===== config.mk =====
export PLATFORM = sky130hd
export DESIGN_NAME = vga_wr_arb
export DESIGN_NICKNAME = d
export VERILOG_FILES = /design/src/rtl/vga_wr_arb.sv
export SDC_FILE = /design/constraint.sdc
export NUM_CORES = 1
export LEC_CHECK = 0
export CORE_MARGIN = 2
export CORE_UTILIZATION = 23
export CTS_CLUSTER_DIAMETER = 120
export CTS_CLUSTER_SIZE = 28
export DETAILED_ROUTE_END_ITERATION = 6
export PLACE_DENSITY_LB_ADDON = 0.2
export SLEW_MARGIN = 40
export SYNTH_ARGS = -nofsm -noshare
export SYNTH_HDL_FRONTEND = slang
export SYNTH_SLANG_ARGS = --single-unit
export TNS_END_PERCENT = 30

===== constraint.sdc =====
create_clock -name CLK_25 -period 1.85 [get_ports CLK_25]
set_input_delay 0.37 -clock CLK_25 [delete_from_list [all_inputs] [get_ports CLK_25]]
set_output_delay 0.37 -clock CLK_25 [all_outputs]
set_load 0.005 [all_outputs]

===== src/rtl/vga_wr_arb.sv =====
// rtl/vga_wr_arb.sv - two-requester write arbiter with frame-buffer clear sweep
//
// Ports:
//   CLK_25                 single clock, rising edge
//   Reset_N                asynchronous active-low reset
//   ClrStart / ClrData     one-cycle clear request and its fill value
//   ClrBusy                high while the clear sweep runs
//   ReqNValid/Addr/Data    requester N write request (N = 0, 1)
//   ReqNReady              combinational grant, transfer on Valid & Ready
//   WrEn/WrAddress/WrData  registered write port toward the VGA controller
module vga_wr_arb #(
  parameter int                ADDR_W   = 13,
  parameter int                DATA_W   = 32,
  parameter logic [ADDR_W-1:0] CLR_LAST = 13'h1FFF
) (
  input  logic              CLK_25,
  input  logic              Reset_N,
  input  logic              ClrStart,
  input  logic [DATA_W-1:0] ClrData,
  output logic              ClrBusy,
  input  logic              Req0Valid,
  input  logic [ADDR_W-1:0] Req0Addr,
  input  logic [DATA_W-1:0] Req0Data,
  output logic              Req0Ready,
  input  logic              Req1Valid,
  input  logic [ADDR_W-1:0] Req1Addr,
  input  logic [DATA_W-1:0] Req1Data,
  output logic              Req1Ready,
  output logic              WrEn,
  output logic [ADDR_W-1:0] WrAddress,
  output logic [DATA_W-1:0] WrData
);

  typedef enum logic {IDLE = 1'b0, CLEAR = 1'b1} state_t;

  state_t            state, state_n;
  logic [ADDR_W-1:0] cnt, cnt_n;
  logic              ptr, ptr_n;
  logic [DATA_W-1:0] fill, fill_n;
  logic              wr_en_n;
  logic [ADDR_W-1:0] wr_addr_n;
  logic [DATA_W-1:0] wr_data_n;
  logic              gnt0, gnt1;

  always_ff @(posedge CLK_25 or negedge Reset_N) begin
    if (!Reset_N) begin
      state     <= IDLE;
      cnt       <= '0;
      ptr       <= 1'b0;
      fill      <= '0;
      WrEn      <= 1'b0;
      WrAddress <= '0;
      WrData    <= '0;
    end else begin
      state     <= state_n;
      cnt       <= cnt_n;
      ptr       <= ptr_n;
      fill      <= fill_n;
      WrEn      <= wr_en_n;
      WrAddress <= wr_addr_n;
      WrData    <= wr_data_n;
    end
  end

  always_comb begin
    state_n   = state;
    cnt_n     = cnt;
    ptr_n     = ptr;
    fill_n    = fill;
    wr_en_n   = 1'b0;
    wr_addr_n = WrAddress;
    wr_data_n = WrData;
    gnt0      = 1'b0;
    gnt1      = 1'b0;
    case (state)
      IDLE: begin
        // A clear request outranks both requesters in the same cycle.
        if (ClrStart) begin
          fill_n  = ClrData;
          cnt_n   = '0;
          state_n = CLEAR;
        end else if (Req0Valid && (!Req1Valid || !ptr)) begin
          gnt0      = 1'b1;
          wr_en_n   = 1'b1;
          wr_addr_n = Req0Addr;
          wr_data_n = Req0Data;
          ptr_n     = 1'b1;
        end else if (Req1Valid) begin
          gnt1      = 1'b1;
          wr_en_n   = 1'b1;
          wr_addr_n = Req1Addr;
          wr_data_n = Req1Data;
          ptr_n     = 1'b0;
        end
      end
      CLEAR: begin
        wr_en_n   = 1'b1;
        wr_addr_n = cnt;
        wr_data_n = fill;
        // Stop on the last address instead of wrapping the counter.
        if (cnt == CLR_LAST) begin
          state_n = IDLE;
        end else begin
          cnt_n = cnt + 1'b1;
        end
      end
      default: state_n = IDLE;
    endcase
  end

  // Grants are gated by reset so nothing is offered while the block is held.
  assign Req0Ready = gnt0 & Reset_N;
  assign Req1Ready = gnt1 & Reset_N;
  assign ClrBusy   = (state == CLEAR);

endmodule


==> flow_summary.json <==
{
  "ys_async_sr_fraction_pct": 100,
  "fin_crit_sh_pct": 97.0,
  "p_comb_share_pct": 25.1,
  "std_cell_rows": 52,
  "synth_cell_types": 41,
  "antenna_found_initial": 0,
  "synth_ff_type": "dfrtp_1",
  "cap_violations": 0,
  "setup_viol": 0,
  "dieArea_um2": 21400,
  "syn-instance-count": 465,
  "slew_headroom_pct": 56.7,
  "synth.largest_area_cell": "dfrtp_1",
  "die_w_um": 146,
  "cts_root_buf": "clkbuf_16",
  "clk_pin_slew_ns": 0.07,
  "h-tree-depth": 3,
  "avgSynthCellArea_um2": 10.0,
  "p_clk_share_pct": 32.3,
  "drt_iter0_drc": 127,
  "critical_path_arrival_ns": 2.02,
  "intPower_mw": 4.38,
  "cts_sinks": 93,
  "wire_per_inst_um": 14.6,
  "area_growth_pct": 56.2,
  "ys_seq_elements": 93,
  "fin_nets": 784,
  "power.density_nw_per_um2": 824,
  "clkLatencyLatePin_ns": 0.35,
  "synthTopCellsByArea": "dfrtp_1, nand2_1, mux2_2",
  "cts_tree": "built",
  "drc": 0,
  "synth_edf_count": 0,
  "worst_slack_ns": 0.0551,
  "grt.overflow.total": 0,
  "power_mw": 5.99,
  "status": "finished clean",
  "io_pins": 176,
  "viasPerCell": 4.33,
  "layout-drive-gt1-share_pct": 17.4,
  "drt_first_pass_iters": 4,
  "crit_path_max_fanout": 8,
  "port_buffers": 175,
  "cellLeakagePower_nw": 3.29,
  "ys_seq_area_share_pct": 50.1,
  "switching_power_mw": 1.61,
  "grt_pass1_vias": 4310,
  "finalHoldViolCount": 0,
  "yosysWarnings": 0,
  "syn_nets": 593,
  "wl_um": 13600,
  "fmax_mhz": 557,
  "maxSlewViolCount": 0,
  "dp_cells": 915,
  "hold_class": "in2async",
  "rsz0062_at_grt": "true",
  "clock_skew_ns": 0.00807,
  "coreArea_um2": 20000,
  "cts-hold-fix-buffers": 0,
  "critPathKind": "reg2reg",
  "cp-end-kind": "flip-flop",
  "clock_path_buffers": 2,
  "grt_start_max_net_pins": 50,
  "final_cells": 931,
  "dp_slack_ns": -0.383,
  "place_hpwl_um": 10000,
  "switching_share_pct": 26.9,
  "final_util_pct": 36.3,
  "power_frac_seq_pct": 42.6,
  "tightest_slew_ns": 0.650,
  "worst_setup_path_start_kind": "flip-flop",
  "hold_ws_ns": 0.137,
  "grt_first_pass_wirelength_um": 22400,
  "track_usage_pct": 13.1,
  "via_count": 4027,
  "crit_required_ns": 2.08,
  "netlist_area_um2": 4650,
  "place.gp.congestion": 0.740,
  "fp.dieH_um": 146,
  "cts_made_buffers": 9,
  "start_util_pct": 23.2,
  "ir_drop_mv": 0.412,
  "fin_crit_ns": 1.79,
  "insertedDiodeCount": 0,
  "drtAntennaViolNets": 0,
  "synth_top_cell_area_share_pct": 50.1
}
## worst max-delay path, cell delays in order, from the launching register on
cell     delay (ns)
dfrtp_1        0.38
ha_1           0.21
and3_2         0.24
and2_4         0.15
a41o_4         0.31
a221o_2        0.40
## per-stage QoR
| stage | cell area [um2] | setup TNS (ns) |
|---|---|---|
| final | 7260 | 0 |
| after global routing | 7260 | -0.0133 |
| after CTS | 7250 | 0 |
| after detailed placement | 6940 | -15.13 |
| after global placement | 6940 | -13.53 |
| after floorplan | 4650 | 0 |
## power by group through the flow
stage	Clock [mW]	Combinational (mW)	Sequential, mW
CTS	2.01	1.54	2.55
global placement	0	1.50	2.57
finish	1.93	1.51	2.55
floorplan	0	0.570	2.59
detailed placement	0	1.53	2.59
global route	2.08	1.67	2.60
## routing by layer
layer	vias to the layer above	global-route usage [%]	wire, um
met1	1941	17.1	6430
li1	1972	-	-
met3	11	3.06	670
met5	-	0	0
met2	103	21.5	6330
met4	0	4.08	165
## worst paths after layout
| path | startpoint | to | slack [ns] | cells past startpoint |
|---|---|---|---|---|
| min in group CLK_25 | fill[15] | fill[15] | 0.47 | 2 |
| setup / recovery | cnt[0] | cnt[11] | 0.06 | 5 |
| hold / removal | Reset_N | WrAddress[3] | 0.14 | 2 |
| hold reg to reg | fill[15] | fill[15] | 0.47 | 2 |
| setup reg to reg | cnt[0] | cnt[11] | 0.06 | 5 |
| max in group asynchronous | Reset_N | ClrBusy | 1.22 | 2 |
## layout by cell type, fill, tap and decap left out, types with 6 or more instances in the layout
cell and n:
clkdlybuf4s50_1 169, nand2_1 149, clkbuf_16 9, dfrtp_1 92, mux2_2 46, buf_4 28, and3_1 6, nor2_1 6
mux2i_1 47, o21ai_0 41
## repair_timing
action | 4_1_cts | 5_1_grt
resized for setup | 8 | 2
pin swaps | 0 | 0
endpoints found under the setup margin | 4 | 5
setup buffers | 0 | 0
## synthesized netlist by cell type, types with 2 or more instances
| cell type | count |
|---|---|
| a211o_2 | 2 |
| a221o_2 | 3 |
| a31oi_1 | 3 |
| and3_1 | 6 |
| and4_4 | 2 |
| buf_1 | 4 |
| buf_2 | 7 |
| buf_4 | 4 |
| clkbuf_1 | 12 |
| dfrtp_1 | 93 |
| inv_1 | 3 |
| mux2_2 | 46 |
| mux2i_1 | 47 |
| nand2_1 | 149 |
| nand3_1 | 5 |
| nand4_1 | 2 |
| nor2_1 | 7 |
| nor3b_1 | 3 |
| o21ai_0 | 41 |
| o21ai_1 | 5 |
## flip-flops by register name (all words and copies together), names as in the netlist
signal	cells
WrData	32
fill	32
cnt	13
WrAddress	13
ptr	1
ClrBusy	1
WrEn	1
## final cells by class
| cell class | instances | area [um2] |
|---|---|---|
| fill | 2089 | 12800 |
| clock inverter | 7 | 80.1 |
| timing repair buffer | 209 | 2070 |
| clock buffer | 9 | 225 |
| inverter | 3 | 11.3 |
| sequential | 93 | 2330 |
| tap | 270 | 338 |
| multi-input combinational | 340 | 2210 |
## logic make-up after synthesis
group | share of synthesized area, %
AO/OA/AOI/OAI | 8.72
adder cells (fa/ha/maj) | 0.269
buffers and inverters | 3.28
flip-flops | 50.1
multiplexers | 21.3
AND/OR/NAND/NOR | 16.4
No activity file was read; power rests on OpenSTA's default activity.
